<file path="src/rtl/cnt163_pkg.sv">
// ============================================================================
//  cnt163_pkg : command op-codes and controller FSM states for cnt163_ctrl
//  Revision   : 1.0
// ============================================================================
`default_nettype none

package cnt163_pkg;

    typedef enum logic [1:0] {
        OP_CLEAR = 2'b00,
        OP_LOAD  = 2'b01,
        OP_RUN   = 2'b10,
        OP_STOP  = 2'b11
    } op_e;

    typedef enum logic [1:0] {
        ST_IDLE = 2'b00,
        ST_RUN  = 2'b01,
        ST_DONE = 2'b10
    } state_e;

endpackage

`default_nettype wire

</file>
<file path="src/rtl/cnt163_core.sv">
// ============================================================================
//  cnt163_core : 74x163-style counter register with clear/load/increment
//  Revision    : 1.0
// ============================================================================
`default_nettype none

module cnt163_core #(
    parameter int WIDTH = 4
) (
    input  logic             clk,
    input  logic             rst_n,
    input  logic             clr,
    input  logic             load,
    input  logic             inc,
    input  logic             ent,
    input  logic [WIDTH-1:0] load_data,
    output logic [WIDTH-1:0] q,
    output logic             rco
);

    logic [WIDTH-1:0] q_q;
    logic [WIDTH-1:0] q_d;

    // Clear beats load beats increment; increment wraps naturally.
    always_comb begin
        q_d = q_q;
        if (clr) begin
            q_d = '0;
        end else if (load) begin
            q_d = load_data;
        end else if (inc) begin
            q_d = q_q + WIDTH'(1);
        end
    end

    always_ff @(posedge clk or negedge rst_n) begin
        if (!rst_n) begin
            q_q <= '0;
        end else begin
            q_q <= q_d;
        end
    end

    assign q   = q_q;
    assign rco = ent && (q_q == '1);

endmodule

`default_nettype wire

</file>
<file path="src/rtl/cnt163_ctrl.sv">
// ============================================================================
//  cnt163_ctrl : command-driven run-length controller around cnt163_core
//  Revision    : 1.0
// ============================================================================
`default_nettype none

module cnt163_ctrl
    import cnt163_pkg::*;
#(
    parameter int WIDTH = 4,
    parameter int LEN_W = 8
) (
    input  logic             clk,
    input  logic             rst_n,
    input  logic             cmd_valid,
    output logic             cmd_ready,
    input  logic [1:0]       cmd_op,
    input  logic [WIDTH-1:0] cmd_data,
    input  logic [LEN_W-1:0] cmd_len,
    input  logic             enp,
    input  logic             ent,
    output logic [WIDTH-1:0] q,
    output logic             rco,
    output logic             busy,
    output logic             done
);

    state_e           state_q;
    state_e           state_d;
    logic [LEN_W-1:0] remaining_q;
    logic [LEN_W-1:0] remaining_d;
    logic             accept;
    logic             core_clr;
    logic             core_load;
    logic             core_inc;

    assign cmd_ready = rst_n && (state_q != ST_DONE);
    assign accept    = cmd_valid && cmd_ready;

    // An accepted command always wins over an increment on the same edge.
    always_comb begin
        state_d     = state_q;
        remaining_d = remaining_q;
        core_clr    = 1'b0;
        core_load   = 1'b0;
        core_inc    = 1'b0;
        case (state_q)
            ST_IDLE, ST_RUN: begin
                if (accept) begin
                    case (op_e'(cmd_op))
                        OP_CLEAR: begin
                            core_clr    = 1'b1;
                            state_d     = ST_IDLE;
                            remaining_d = '0;
                        end
                        OP_LOAD: begin
                            core_load   = 1'b1;
                            state_d     = ST_IDLE;
                            remaining_d = '0;
                        end
                        OP_RUN: begin
                            state_d     = ST_RUN;
                            remaining_d = cmd_len;
                        end
                        default: begin
                            state_d     = ST_IDLE;
                            remaining_d = '0;
                        end
                    endcase
                end else if (state_q == ST_RUN) begin
                    // A zero-length run finishes without ever touching q.
                    if (remaining_q == '0) begin
                        state_d = ST_DONE;
                    end else if (enp && ent) begin
                        core_inc    = 1'b1;
                        remaining_d = remaining_q - LEN_W'(1);
                        if (remaining_q == LEN_W'(1)) begin
                            state_d = ST_DONE;
                        end
                    end
                end
            end
            ST_DONE: begin
                state_d = ST_IDLE;
            end
            default: begin
                state_d     = ST_IDLE;
                remaining_d = '0;
            end
        endcase
    end

    always_ff @(posedge clk or negedge rst_n) begin
        if (!rst_n) begin
            state_q     <= ST_IDLE;
            remaining_q <= '0;
        end else begin
            state_q     <= state_d;
            remaining_q <= remaining_d;
        end
    end

    assign busy = (state_q == ST_RUN);
    assign done = (state_q == ST_DONE);

    cnt163_core #(
        .WIDTH(WIDTH)
    ) u_core (
        .clk      (clk),
        .rst_n    (rst_n),
        .clr      (core_clr),
        .load     (core_load),
        .inc      (core_inc),
        .ent      (ent),
        .load_data(cmd_data),
        .q        (q),
        .rco      (rco)
    );

endmodule

`default_nettype wire
</file>
<file path="config.mk">
export PLATFORM = sky130hd
export DESIGN_NAME = cnt163_ctrl
export DESIGN_NICKNAME = d
export VERILOG_FILES = /design/src/rtl/cnt163_pkg.sv /design/src/rtl/cnt163_core.sv /design/src/rtl/cnt163_ctrl.sv
export SDC_FILE = /design/constraint.sdc
export NUM_CORES = 1
export LEC_CHECK = 0
export CAP_MARGIN = 10
export CORE_MARGIN = 4
export CORE_UTILIZATION = 30
export DETAILED_ROUTE_END_ITERATION = 8
export GPL_ROUTABILITY_DRIVEN = 0
export HOLD_SLACK_MARGIN = 0.1
export PLACE_DENSITY_LB_ADDON = 0.1
export SYNTH_ARGS = -nofsm -noshare
export SYNTH_HDL_FRONTEND = slang
export SYNTH_HIERARCHICAL = 1
export SYNTH_SLANG_ARGS = --single-unit
</file>
<file path="constraint.sdc">
create_clock -name clk -period 1.9 [get_ports clk]
set_input_delay 0.38 -clock clk [delete_from_list [all_inputs] [get_ports clk]]
set_output_delay 0.38 -clock clk [all_outputs]
set_load 0.005 [all_outputs]
</file>
==> qor.yml <==
sta:
  slew_headroom: 0.633
  timing.clock.skew_ns: 0.000743
  final_min_period_over_clock_period: 0.980
  final-max-slew-violation-count: 0
  timing.final.setup_violations: 0
  rsz0062_at_grt: "yes"
  number_of_endpoints_with_negative_hold_slack_in_the_final_report: 0
  slew_at_the_pin_closest_to_its_max_slew_limit_ns: 0.548
  period_needed_ns: 1.86
  fmaxAchievable_ghz: 0.537
  holdWs_ns: 0.168
setup_path:
  critical_path.cell_chain: "inv_2 > buf_6 > ha_4 > or3b_4 > or3_1 > o311ai_1 > o21ai_1"
  worst-setup-path-type: "reg2reg"
  critical_path.startpoint_type: "flop"
  timing.critical_path.to_type: "flop"
  worst_ep_arrival_time_ns: 2.03
  critical-path-max-stage-delay_ns: 0.39
  worstPathMaxFanout: 4
  critPathRequiredTime_ns: 2.06
  critical-path-slowest-cell: "sky130_fd_sc_hd__dfrtp_1"
synthesis:
  mapped_cells: 108
  synth-async-reset-ratio: 1.00
  synth-edff-count: 0
  synth_seq_cells: 14
  postSynth.topFlopCell: "sky130_fd_sc_hd__dfrtp_1"
  syn-cell-area_um2: 986
  netlist-cell-type-count: 42
  synth.yosys.warnings: 6
  synth-seq-area-share: 0.355
  avgSynthCellArea_um2: 9.13
  synth_nets: 131
floorplanning:
  pin_count: 27
  total_die_area_mm2: 0.00427
  die_height_um: 65.3
  coreArea_mm2: 0.00310
  rows: 20
  initial_core_util: 0.318
  die_width_um: 65.3
global_route:
  grt_first_pass_wirelength_um: 4570
  globalRoute.totalOverflow: 0
  global_route.usage.total: 0.135
  first_global_vias: 1019
  grt_start_max_net_pins: 11
  initial_antenna_violation_count: 0
drt:
  first_pass_iters: 4
  dr_total_vias: 1056
  final_antenna_net_count: 0
  routed_via_density: 5.03
  drc_errors: 0
  routed_wire_length_per_instance_um: 13.5
  initial_drc_count: 26
  routed_wl_um: 2840
clocking:
  htree_num_levels: 1
  cts.path.max_buffers: 2
  cts-buffers-inserted: 3
  ctsHoldBuffers: 0
  clock_latency_ns: 0.28
  tritoncts_num_sinks: 14
  tritoncts: "built"
  path_clk_slew_ns: 0.09
  cts_root_buf: "sky130_fd_sc_hd__clkbuf_4"
placement:
  detailed_placer_s_ending_hpwl_um: 2210
  port-buffer-count: 26
cells_and_area:
  synthToLayoutAreaGrowth_pct: 65.2
  final_layout_size_suffix_gt1_frac: 0.313
  diodes: 0
  net_total_in_the_final_layout: 190
  final_core_utilization: 0.525
  fillCellCount: 310
power_and_ir_drop:
  power.density_mw_per_mm2: 1220
  ir_drop_uv: 718
  p_leak_nw: 0.708
worst_hold_path:
  worstHoldPathType: "in2async"
job:
  cap_violations: 0
status:
  result_of_the_run: "complete, no violations"
[critical path, delay by kind of cell (launching register included)]
kind	cells	cell delay [ns]
buf+inv	2	0.19
compound gates	2	0.37
flops	1	0.39
simple gates	2	0.68
fa+ha+maj	1	0.11
[area by class of cell]
cell class,count,area (um2),area share
Inverter,6,22.5,0.0138
Tap cell,44,55.1,0.0338
Multi-Input combinational cell,86,666,0.409
Sequential cell,14,353,0.217
Clock buffer,4,36.3,0.0223
Timing Repair Buffer,56,497,0.305
[layer usage]
metal | vias to the layer above | GRT usage | part of all wire | wire (um)
li1 | 526 | - | - | -
met1 | 500 | 0.186 | 0.48 | 1360
met2 | 24 | 0.205 | 0.45 | 1290
met3 | 6 | 0.0291 | 0.050 | 142
met4 | 0 | 0.0544 | 0.018 | 50
met5 | - | 0 | 0 | 0
[sequential cells by signal, indices dropped and copies added, names as in the netlist]
name         flops
remaining_q      8
u_core/q         4
state_q          2
[stage by stage]
step	TNS [ns]	instance area, um2	instances	total power, mW	setup slack [ns]
floorplan	0	988	108	1.07	0.0254
global placement	-1.48	1460	198	1.57	-0.170
detailed placement	-1.42	1460	198	1.58	-0.190
CTS	-0.0177	1540	205	1.86	-0.0177
global route	-0.205	1630	210	2.15	-0.0487
finish	0	1630	210	1.99	0.0377
[synthesized netlist by cell type (all sizes together), types with 2 or more instances]
cell type | number | area [um2]
o21ai | 6 | 30.0
xnor2 | 2 | 17.5
nand2 | 5 | 18.8
a21o | 2 | 15.0
mux2i | 4 | 40.0
nand2b | 2 | 12.5
o21a | 2 | 15.0
nor3 | 4 | 20.0
a31oi | 4 | 25.0
or3 | 2 | 12.5
ha | 4 | 50.1
dfrtp | 14 | 350
inv | 6 | 22.5
nor4 | 4 | 25.0
and2 | 5 | 31.3
a21oi | 8 | 40.0
nor2 | 7 | 26.3
o311ai | 3 | 26.3
a22oi | 2 | 15.0
o22ai | 2 | 12.5
[repair_timing]
| action | CTS | global route |
|---|---|---|
| pin swaps | 2 | 7 |
| gates cloned | 0 | 0 |
| setup buffers | 3 | 5 |
| resized for setup | 7 | 17 |
| setup endpoints to repair | 4 | 10 |
[path summary, 6_finish.rpt]
kind                                       startpoint                    endpoint  slack, ns  cells after the start
setup / recovery           remaining_q[1]$_DFFE_PN0P_  remaining_q[6]$_DFFE_PN0P_       0.04                      7
hold reg to reg            remaining_q[6]$_DFFE_PN0P_  remaining_q[6]$_DFFE_PN0P_       0.57                      2
setup reg to reg           remaining_q[1]$_DFFE_PN0P_  remaining_q[6]$_DFFE_PN0P_       0.04                      7
max in group asynchronous                       rst_n  remaining_q[2]$_DFFE_PN0P_       1.54                      2
hold / removal                                  rst_n      state_q[1]$_DFFE_PN0P_       0.17                      2
min in group clk           remaining_q[6]$_DFFE_PN0P_  remaining_q[6]$_DFFE_PN0P_       0.57                      2
[power by group]
part	switching [mW]	total, mW	leakage (nW)	internal, mW
Combinational	0.513	1.22	0.509	0.710
Sequential	0.140	0.553	0.178	0.413
Clock	0.100	0.217	0.0210	0.117
Total	0.753	1.99	0.708	1.24
[layout by cell type, fill, tap and decap left out, types with 3 or more instances in the layout]
cell / instances
sky130_fd_sc_hd__a21oi_1: 7
sky130_fd_sc_hd__a31oi_1: 4
sky130_fd_sc_hd__and2_1: 5
sky130_fd_sc_hd__buf_4: 27
sky130_fd_sc_hd__buf_6: 3
sky130_fd_sc_hd__clkbuf_4: 3
sky130_fd_sc_hd__clkdlybuf4s50_1: 23
sky130_fd_sc_hd__dfrtp_1: 12
sky130_fd_sc_hd__inv_1: 4
sky130_fd_sc_hd__mux2i_1: 4
sky130_fd_sc_hd__nand2_1: 5
sky130_fd_sc_hd__nor2_1: 6
sky130_fd_sc_hd__nor3_1: 4
sky130_fd_sc_hd__nor4_1: 4
sky130_fd_sc_hd__o21ai_0: 3
sky130_fd_sc_hd__o21ai_1: 3
[cells by family (layout without fill, tap and decap cells)]
family | after synthesis | count (layout) | share of synthesized area
muxes | 5 | 5 | 0.0520
buffers and inverters | 8 | 66 | 0.0317
AOI/OAI and AO/OA | 34 | 34 | 0.245
and+or+nand+nor | 40 | 40 | 0.239
adders and majority gates | 4 | 4 | 0.0508
xor gates and xnor gates | 3 | 3 | 0.0267
DFF | 14 | 14 | 0.355
No activity file was read; power rests on OpenSTA's default activity.
